**config.mk**
```make
export PLATFORM = sky130hd
export DESIGN_NAME = lfsr_gen_flat
export DESIGN_NICKNAME = d
export VERILOG_FILES = /design/src/rtl/lfsr_pkg.sv /design/src/rtl/lfsr_gen_if.sv /design/src/rtl/lfsr_step.sv /design/src/rtl/lfsr_gen.sv /design/src/flat_wrapper.sv
export SDC_FILE = /design/constraint.sdc
export NUM_CORES = 1
export LEC_CHECK = 0
export CORE_MARGIN = 2
export CORE_UTILIZATION = 42
export DETAILED_ROUTE_END_ITERATION = 8
export PLACE_DENSITY = 0.85
export SLEW_MARGIN = 20
export SYNTH_ARGS = -nofsm -noshare
export SYNTH_HDL_FRONTEND = slang
export SYNTH_SLANG_ARGS = --single-unit
```
**constraint.sdc**
```tcl
create_clock -name clk -period 1.4 [get_ports clk]
set_clock_uncertainty 0.15 [all_clocks]
set_input_delay 0.42 -clock clk [delete_from_list [all_inputs] [get_ports clk]]
set_output_delay 0.42 -clock clk [all_outputs]
set_load 0.02 [all_outputs]
```
**src/rtl/lfsr_pkg.sv**
```systemverilog
// ============================================================
// lfsr_pkg : shared LFSR types, default tap masks, all-ones test
// Rev 1.0
// ============================================================
`default_nettype none

package lfsr_pkg;

  localparam int unsigned LFSR_MAX_WIDTH = 64;

  typedef enum logic [0:0] {
    RUN  = 1'b0,
    LOCK = 1'b1
  } lfsr_state_e;

  // Maximal-length XNOR tap masks; bit i set selects register bit i.
  function automatic logic [LFSR_MAX_WIDTH-1:0] default_taps(input int unsigned width);
    case (width)
      3:       return 64'h0000_0000_0000_0006;
      4:       return 64'h0000_0000_0000_000C;
      5:       return 64'h0000_0000_0000_0014;
      6:       return 64'h0000_0000_0000_0030;
      7:       return 64'h0000_0000_0000_0060;
      8:       return 64'h0000_0000_0000_00B8;
      9:       return 64'h0000_0000_0000_0110;
      10:      return 64'h0000_0000_0000_0240;
      11:      return 64'h0000_0000_0000_0500;
      12:      return 64'h0000_0000_0000_0829;
      13:      return 64'h0000_0000_0000_100D;
      14:      return 64'h0000_0000_0000_2015;
      15:      return 64'h0000_0000_0000_6000;
      16:      return 64'h0000_0000_0000_D008;
      17:      return 64'h0000_0000_0001_2000;
      18:      return 64'h0000_0000_0002_0400;
      19:      return 64'h0000_0000_0004_0023;
      20:      return 64'h0000_0000_0009_0000;
      21:      return 64'h0000_0000_0014_0000;
      22:      return 64'h0000_0000_0030_0000;
      23:      return 64'h0000_0000_0042_0000;
      24:      return 64'h0000_0000_00E1_0000;
      25:      return 64'h0000_0000_0120_0000;
      26:      return 64'h0000_0000_0200_0023;
      27:      return 64'h0000_0000_0400_0013;
      28:      return 64'h0000_0000_0900_0000;
      29:      return 64'h0000_0000_1400_0000;
      30:      return 64'h0000_0000_2000_0029;
      31:      return 64'h0000_0000_4800_0000;
      32:      return 64'h0000_0000_8020_0003;
      64:      return 64'hD800_0000_0000_0000;
      default: return 64'h0000_0000_0000_0000;
    endcase
  endfunction

  // True when the low 'width' bits of value are all ones.
  function automatic logic is_all_ones(input logic [LFSR_MAX_WIDTH-1:0] value,
                                       input int unsigned width);
    logic [LFSR_MAX_WIDTH-1:0] mask;
    mask = (64'd1 << width) - 64'd1;
    return ((value | ~mask) == {LFSR_MAX_WIDTH{1'b1}});
  endfunction

endpackage

`default_nettype wire

```
**src/rtl/lfsr_gen_if.sv**
```systemverilog
// ============================================================
// lfsr_gen_if : valid/ready output stream of the LFSR generator
// Rev 1.0
// ============================================================
`default_nettype none

interface lfsr_gen_if #(
  parameter int unsigned WIDTH = 32
) ();

  logic [WIDTH-1:0] data;
  logic             valid;
  logic             ready;

  modport master (
    output data,
    output valid,
    input  ready
  );

  modport slave (
    input  data,
    input  valid,
    output ready
  );

endinterface

`default_nettype wire

```
**src/rtl/lfsr_step.sv**
```systemverilog
// ============================================================
// lfsr_step : STEP-fold Fibonacci XNOR feedback, purely combinational
// Rev 1.0
// ============================================================
`default_nettype none

module lfsr_step
  import lfsr_pkg::*;
#(
  parameter int unsigned      WIDTH = 32,
  parameter logic [WIDTH-1:0] TAPS  = WIDTH'(default_taps(WIDTH)),
  parameter int unsigned      STEP  = 1
) (
  input  logic [WIDTH-1:0] cur,
  output logic [WIDTH-1:0] nxt
);

  logic [WIDTH-1:0] w_fold;

  always_comb begin
    w_fold = cur;
    for (int unsigned i = 0; i < STEP; i++) begin
      w_fold = {w_fold[WIDTH-2:0], ~^(w_fold & TAPS)};
    end
  end

  assign nxt = w_fold;

endmodule

`default_nettype wire

```
**src/rtl/lfsr_gen.sv**
```systemverilog
// ============================================================
// lfsr_gen : parametrised XNOR LFSR source with wrap/lockup detect.
// Optional LFSR_PERIOD_EN: advance counter and PERIOD capture.
// Rev 1.0
// ============================================================
`default_nettype none

module lfsr_gen
  import lfsr_pkg::*;
#(
  parameter int unsigned      WIDTH      = 32,
  parameter logic [WIDTH-1:0] TAPS       = WIDTH'(default_taps(WIDTH)),
  parameter int unsigned      STEP       = 1,
  parameter logic [WIDTH-1:0] RESET_SEED = '0
) (
  input  logic              clk,
  input  logic              rst_n,
  input  logic              en,
  input  logic              seed_valid,
  input  logic [WIDTH-1:0]  seed_data,
  lfsr_gen_if.master        out_if,
  output logic              wrap,
  output logic              lockup,
  output logic [WIDTH-1:0]  period
);

  lfsr_state_e      r_state;
  lfsr_state_e      w_state_nxt;
  logic [WIDTH-1:0] r_lfsr;
  logic [WIDTH-1:0] r_seed;
  logic [WIDTH-1:0] w_lfsr_adv;
  logic             r_valid;
  logic             r_wrap;
  logic             w_seed_ones;
  logic             w_advance;
  logic             w_hit;

  lfsr_step #(
    .WIDTH (WIDTH),
    .TAPS  (TAPS),
    .STEP  (STEP)
  ) u_step (
    .cur (r_lfsr),
    .nxt (w_lfsr_adv)
  );

  assign w_seed_ones = is_all_ones(64'(seed_data), WIDTH);
  assign w_advance   = (r_state == RUN) && en && !seed_valid && (!r_valid || out_if.ready);
  assign w_hit       = (w_lfsr_adv == r_seed);

  always_ff @(posedge clk or negedge rst_n) begin
    if (!rst_n) begin
      r_state <= RUN;
    end else begin
      r_state <= w_state_nxt;
    end
  end

  // Only a seed load moves the FSM; LOCK is left solely by a usable seed.
  always_comb begin
    w_state_nxt = r_state;
    if (seed_valid) begin
      w_state_nxt = w_seed_ones ? LOCK : RUN;
    end
  end

  always_ff @(posedge clk or negedge rst_n) begin
    if (!rst_n) begin
      r_lfsr  <= RESET_SEED;
      r_seed  <= RESET_SEED;
      r_valid <= 1'b0;
      r_wrap  <= 1'b0;
    end else if (seed_valid) begin
      r_lfsr  <= seed_data;
      r_seed  <= seed_data;
      r_valid <= 1'b0;
      r_wrap  <= 1'b0;
    end else begin
      r_wrap <= w_advance && w_hit;
      if (w_advance) begin
        r_lfsr  <= w_lfsr_adv;
        r_valid <= 1'b1;
      end else if (r_valid && out_if.ready) begin
        r_valid <= 1'b0;
      end
    end
  end

`ifdef LFSR_PERIOD_EN
  logic [WIDTH-1:0] r_count;
  logic [WIDTH-1:0] r_period;
  logic             r_seen_wrap;

  // Counter holds advances already taken, so the wrapping advance adds one.
  always_ff @(posedge clk or negedge rst_n) begin
    if (!rst_n) begin
      r_count     <= '0;
      r_period    <= '0;
      r_seen_wrap <= 1'b0;
    end else if (seed_valid) begin
      r_count     <= '0;
      r_period    <= '0;
      r_seen_wrap <= 1'b0;
    end else if (w_advance) begin
      if (r_count != {WIDTH{1'b1}}) begin
        r_count <= r_count + WIDTH'(1);
      end
      if (w_hit && !r_seen_wrap) begin
        r_seen_wrap <= 1'b1;
        r_period    <= (r_count == {WIDTH{1'b1}}) ? r_count : r_count + WIDTH'(1);
      end
    end
  end

  assign period = r_period;
`else
  assign period = '0;
`endif

  assign out_if.data  = r_lfsr;
  assign out_if.valid = r_valid;
  assign wrap         = r_wrap;
  assign lockup       = (r_state == LOCK);

endmodule

`default_nettype wire

```
**src/flat_wrapper.sv**
```systemverilog
// flat-port wrapper written by rule: the top's interface ports become plain ports
module lfsr_gen_flat import lfsr_pkg::*;
#(
  parameter int unsigned      WIDTH      = 32,
  parameter logic [WIDTH-1:0] TAPS       = WIDTH'(default_taps(WIDTH)),
  parameter int unsigned      STEP       = 1,
  parameter logic [WIDTH-1:0] RESET_SEED = '0
)
  (clk, rst_n, en, seed_valid, seed_data, wrap, lockup, period, out_if_data, out_if_valid, out_if_ready);
  lfsr_gen_if #(.WIDTH(WIDTH)) out_if_i ();
  input  logic clk;
  input  logic rst_n;
  input  logic en;
  input  logic seed_valid;
  input  logic [WIDTH-1:0] seed_data;
  output logic wrap;
  output logic lockup;
  output logic [WIDTH-1:0] period;
  output wire logic [$bits(out_if_i.data)-1:0] out_if_data;
  output wire logic [$bits(out_if_i.valid)-1:0] out_if_valid;
  input wire logic [$bits(out_if_i.ready)-1:0] out_if_ready;
  assign out_if_data = out_if_i.data;
  assign out_if_valid = out_if_i.valid;
  assign out_if_i.ready = out_if_ready;
  lfsr_gen #(.WIDTH(WIDTH), .TAPS(TAPS), .STEP(STEP), .RESET_SEED(RESET_SEED)) u_core (.clk(clk), .rst_n(rst_n), .en(en), .seed_valid(seed_valid), .seed_data(seed_data), .out_if(out_if_i), .wrap(wrap), .lockup(lockup), .period(period));
endmodule
```
==> results.yml <==
global_route:
  grt_pass1_wl_um: 16300
  overflow: 0
  antenna_found_initial: 0
  grt_max_degree: 68
  grt_pass1_vias: 3211
  grt_use_total_pct: 25.2
pwr:
  ir_drop_mv: 0.727
  p_per_area_nw_per_um2: 1110
  swShare_pct: 32.5
  leakage_nw: 2.66
  total_power_w: 0.00601
  power_frac_clock_pct: 28.2
  p_int_w: 0.00405
  p_switching_w: 0.00195
  sequentialPowerShare_pct: 38.9
  p_comb_share_pct: 32.9
clock_tree:
  cts.sink_count: 67
  cts_buffer_depth: 2
  clock_latency_ns: 0.36
  cts-root-buf: "clkbuf_8"
  clkSlewWorstSetupHoldPaths_ns: 0.08
  cts.htree.levels: 3
  cts_tree: "built"
  cts_inserted_buffers: 9
yosys:
  synth_top_area_share_pct: 51.3
  avgSynthCellArea_um2: 9.75
  synth_top_area_cell: "dfrtp_1"
  syn_inst: 335
  yosys_warnings: 0
  synth_area_leaders: "dfrtp_1, xnor2_1, buf_4"
  syn_area_um2: 3270
  ys_seq_area_share_pct: 51.3
  ys_ff_latch: 67
  yosysUniqueCellTypes: 25
timing:
  rsz0062_at_grt: "true"
  drv_slew: 0
  fin_crit_sh_pct: 125
  setup_tns_ns: -10.72
  min_period_ns: 1.76
  layout_setup_ws_ns: -0.356
  final-setup-viol-count: 68
  fmax_mhz: 570
  hold_viol: 0
drt:
  wl_per_cell_um: 19.4
  first_pass_iters: 5
  wirelength_um: 11700
  ant_nets: 0
  drc: 0
  num_vias: 3278
  vias_per_cell: 5.43
  dr.first_iter.drc_count: 331
place:
  placed_cell_area_um2: 4690
  place_hpwl_um: 6530
  place_inst: 562
  gp_congestion: 0.871
  io_buffers: 71
layout:
  antenna_cells: 0
  fin_area_um2: 5400
  final_common_cell: "buf_4"
  finalCoreUtilization_pct: 70.6
  final_cells: 604
  drive_gt1_share_pct: 40.2
  fillers: 480
  area_delta_synth_final_pct: 65.3
  final_nets: 534
  final_cell_mix: "buf_4, nand2_1, dfrtp_1"
worst_hold_path:
  hp-start: "seed_data[24]"
  hold_path.class: "input port to flop"
  holdPathStages: 3
  hold_path_end: "u_core.out_if.data[24]"
floorplanning:
  start_util_pct: 42.7
  coreArea_um2: 7650
  die_area_um2: 8500
  fp.dieW_um: 92.2
  io_pins: 104
  rows: 32
  die_h_um: 92.2
worst_setup_path:
  critical_path_required_ns: 1.55
  startpoint_type: "flop"
  setup.worst_path.end_class: "flop"
  r2r_slack_ns: -0.36
  r2r_end: "u_core.wrap"
  crit_type: "flop to flop"
  worstPathArrival_ns: 1.90
  timing.rr.start: "u_core.out_if.data[17]"
  worst-path-max-fanout: 2
  reg2reg_depth: 5
flow_run:
  maxCapViolations: 0
outcome:
  violations: "setup timing"
  outcome: "complete, but fails checks"
[worst max path at each step]
stage	from	end	slack, ns	cells after the start
after detailed placement	seed_data[25]	u_core.lockup	-0.67	6
after global routing	u_core.out_if.valid	u_core.out_if.data[9]	-0.37	8
after global placement	seed_data[24]	u_core.lockup	-0.63	6
after floorplan	u_core.out_if.data[31]	u_core.wrap	-0.13	4
final	u_core.out_if.data[17]	u_core.wrap	-0.36	5
after CTS	u_core.out_if.data[0]	u_core.wrap	-0.21	4
[state kept, by name (all words and copies together) (netlist names)]
register / count
u_core.lockup: 1
u_core.out_if.data: 32
u_core.out_if.valid: 1
u_core.r_seed: 32
u_core.wrap: 1
[cells in the mapped netlist (all sizes together)]
library cell	n
conb	1
a31oi	1
nor3b	1
mux2	1
xnor2	30
nand4	14
a21oi	1
o21ai	32
inv	33
nor4	5
buf	40
nand2b	2
nand2	62
xor2	4
dfrtp	67
xnor3	1
clkbuf	5
a22oi	31
and4	1
nand3	2
a222oi	1
[metrics by stage]
step | setup WS (ns) | hold slack [ns]
4_1_cts | -0.207 | 0.281
3_3_place_gp | -0.634 | 0.309
2_1_floorplan | -0.133 | -0.0256
5_1_grt | -0.370 | 0.192
6_report | -0.356 | 0.176
3_5_place_dp | -0.668 | 0.317
[worst max-delay path, stage by stage (launching register included)]
cell     delay (ns)
dfrtp_1        0.39
buf_4          0.15
xnor2_1        0.28
nand4_1        0.18
nor4_2         0.30
and4_1         0.25
[logic make-up after synthesis]
kind of cell           Yosys count  synth area share (%)
AND/OR/NAND/NOR                 87                  12.6
buffers and inverters           78                  12.9
flip-flops                      67                  51.3
AO/OA/AOI/OAI                   66                  12.7
XOR/XNOR                        35                  10.0
multiplexers                     1                 0.345
other                            1                 0.115
[cell type report]
class                   instances  area [µm²]  area share, %
clock inverters                 2        35.0          0.649
repair buffers                165        1680           31.0
well taps                     102         128           2.36
multi-input cells             221        1590           29.5
flip-flops and latches         67        1680           31.2
clock buffers                  14         163           3.01
inverters                      33         124           2.29
[routing by layer]
metal | GRT usage [%] | vias to the layer above | routed length (µm)
li1 | - | 1387 | -
met1 | 30.4 | 1614 | 4450
met2 | 42.6 | 215 | 5780
met3 | 3.62 | 62 | 805
met4 | 15.3 | 0 | 656
met5 | 0 | - | 0
[power groups by stage]
stage	combinational [W]	sequential (W)	clock (W)
floorplan	0.000677	0.00249	0
global placement	0.00158	0.00232	0
detailed placement	0.00162	0.00233	0
CTS	0.00173	0.00231	0.00164
global route	0.00207	0.00235	0.00177
finish	0.00198	0.00234	0.00169
[repair_timing]
| item | in CTS | in global routing |
|---|---|---|
| setup endpoints to repair | 69 | 69 |
| setup buffers | 11 | 9 |
| hold endpoints to repair | 67 | 0 |
| cloned | 4 | 1 |
| hold buffers | 1 | 0 |
| pin swaps | 19 | 22 |
| gates resized for setup | 249 | 39 |
Power figures use the tool's default switching activity.
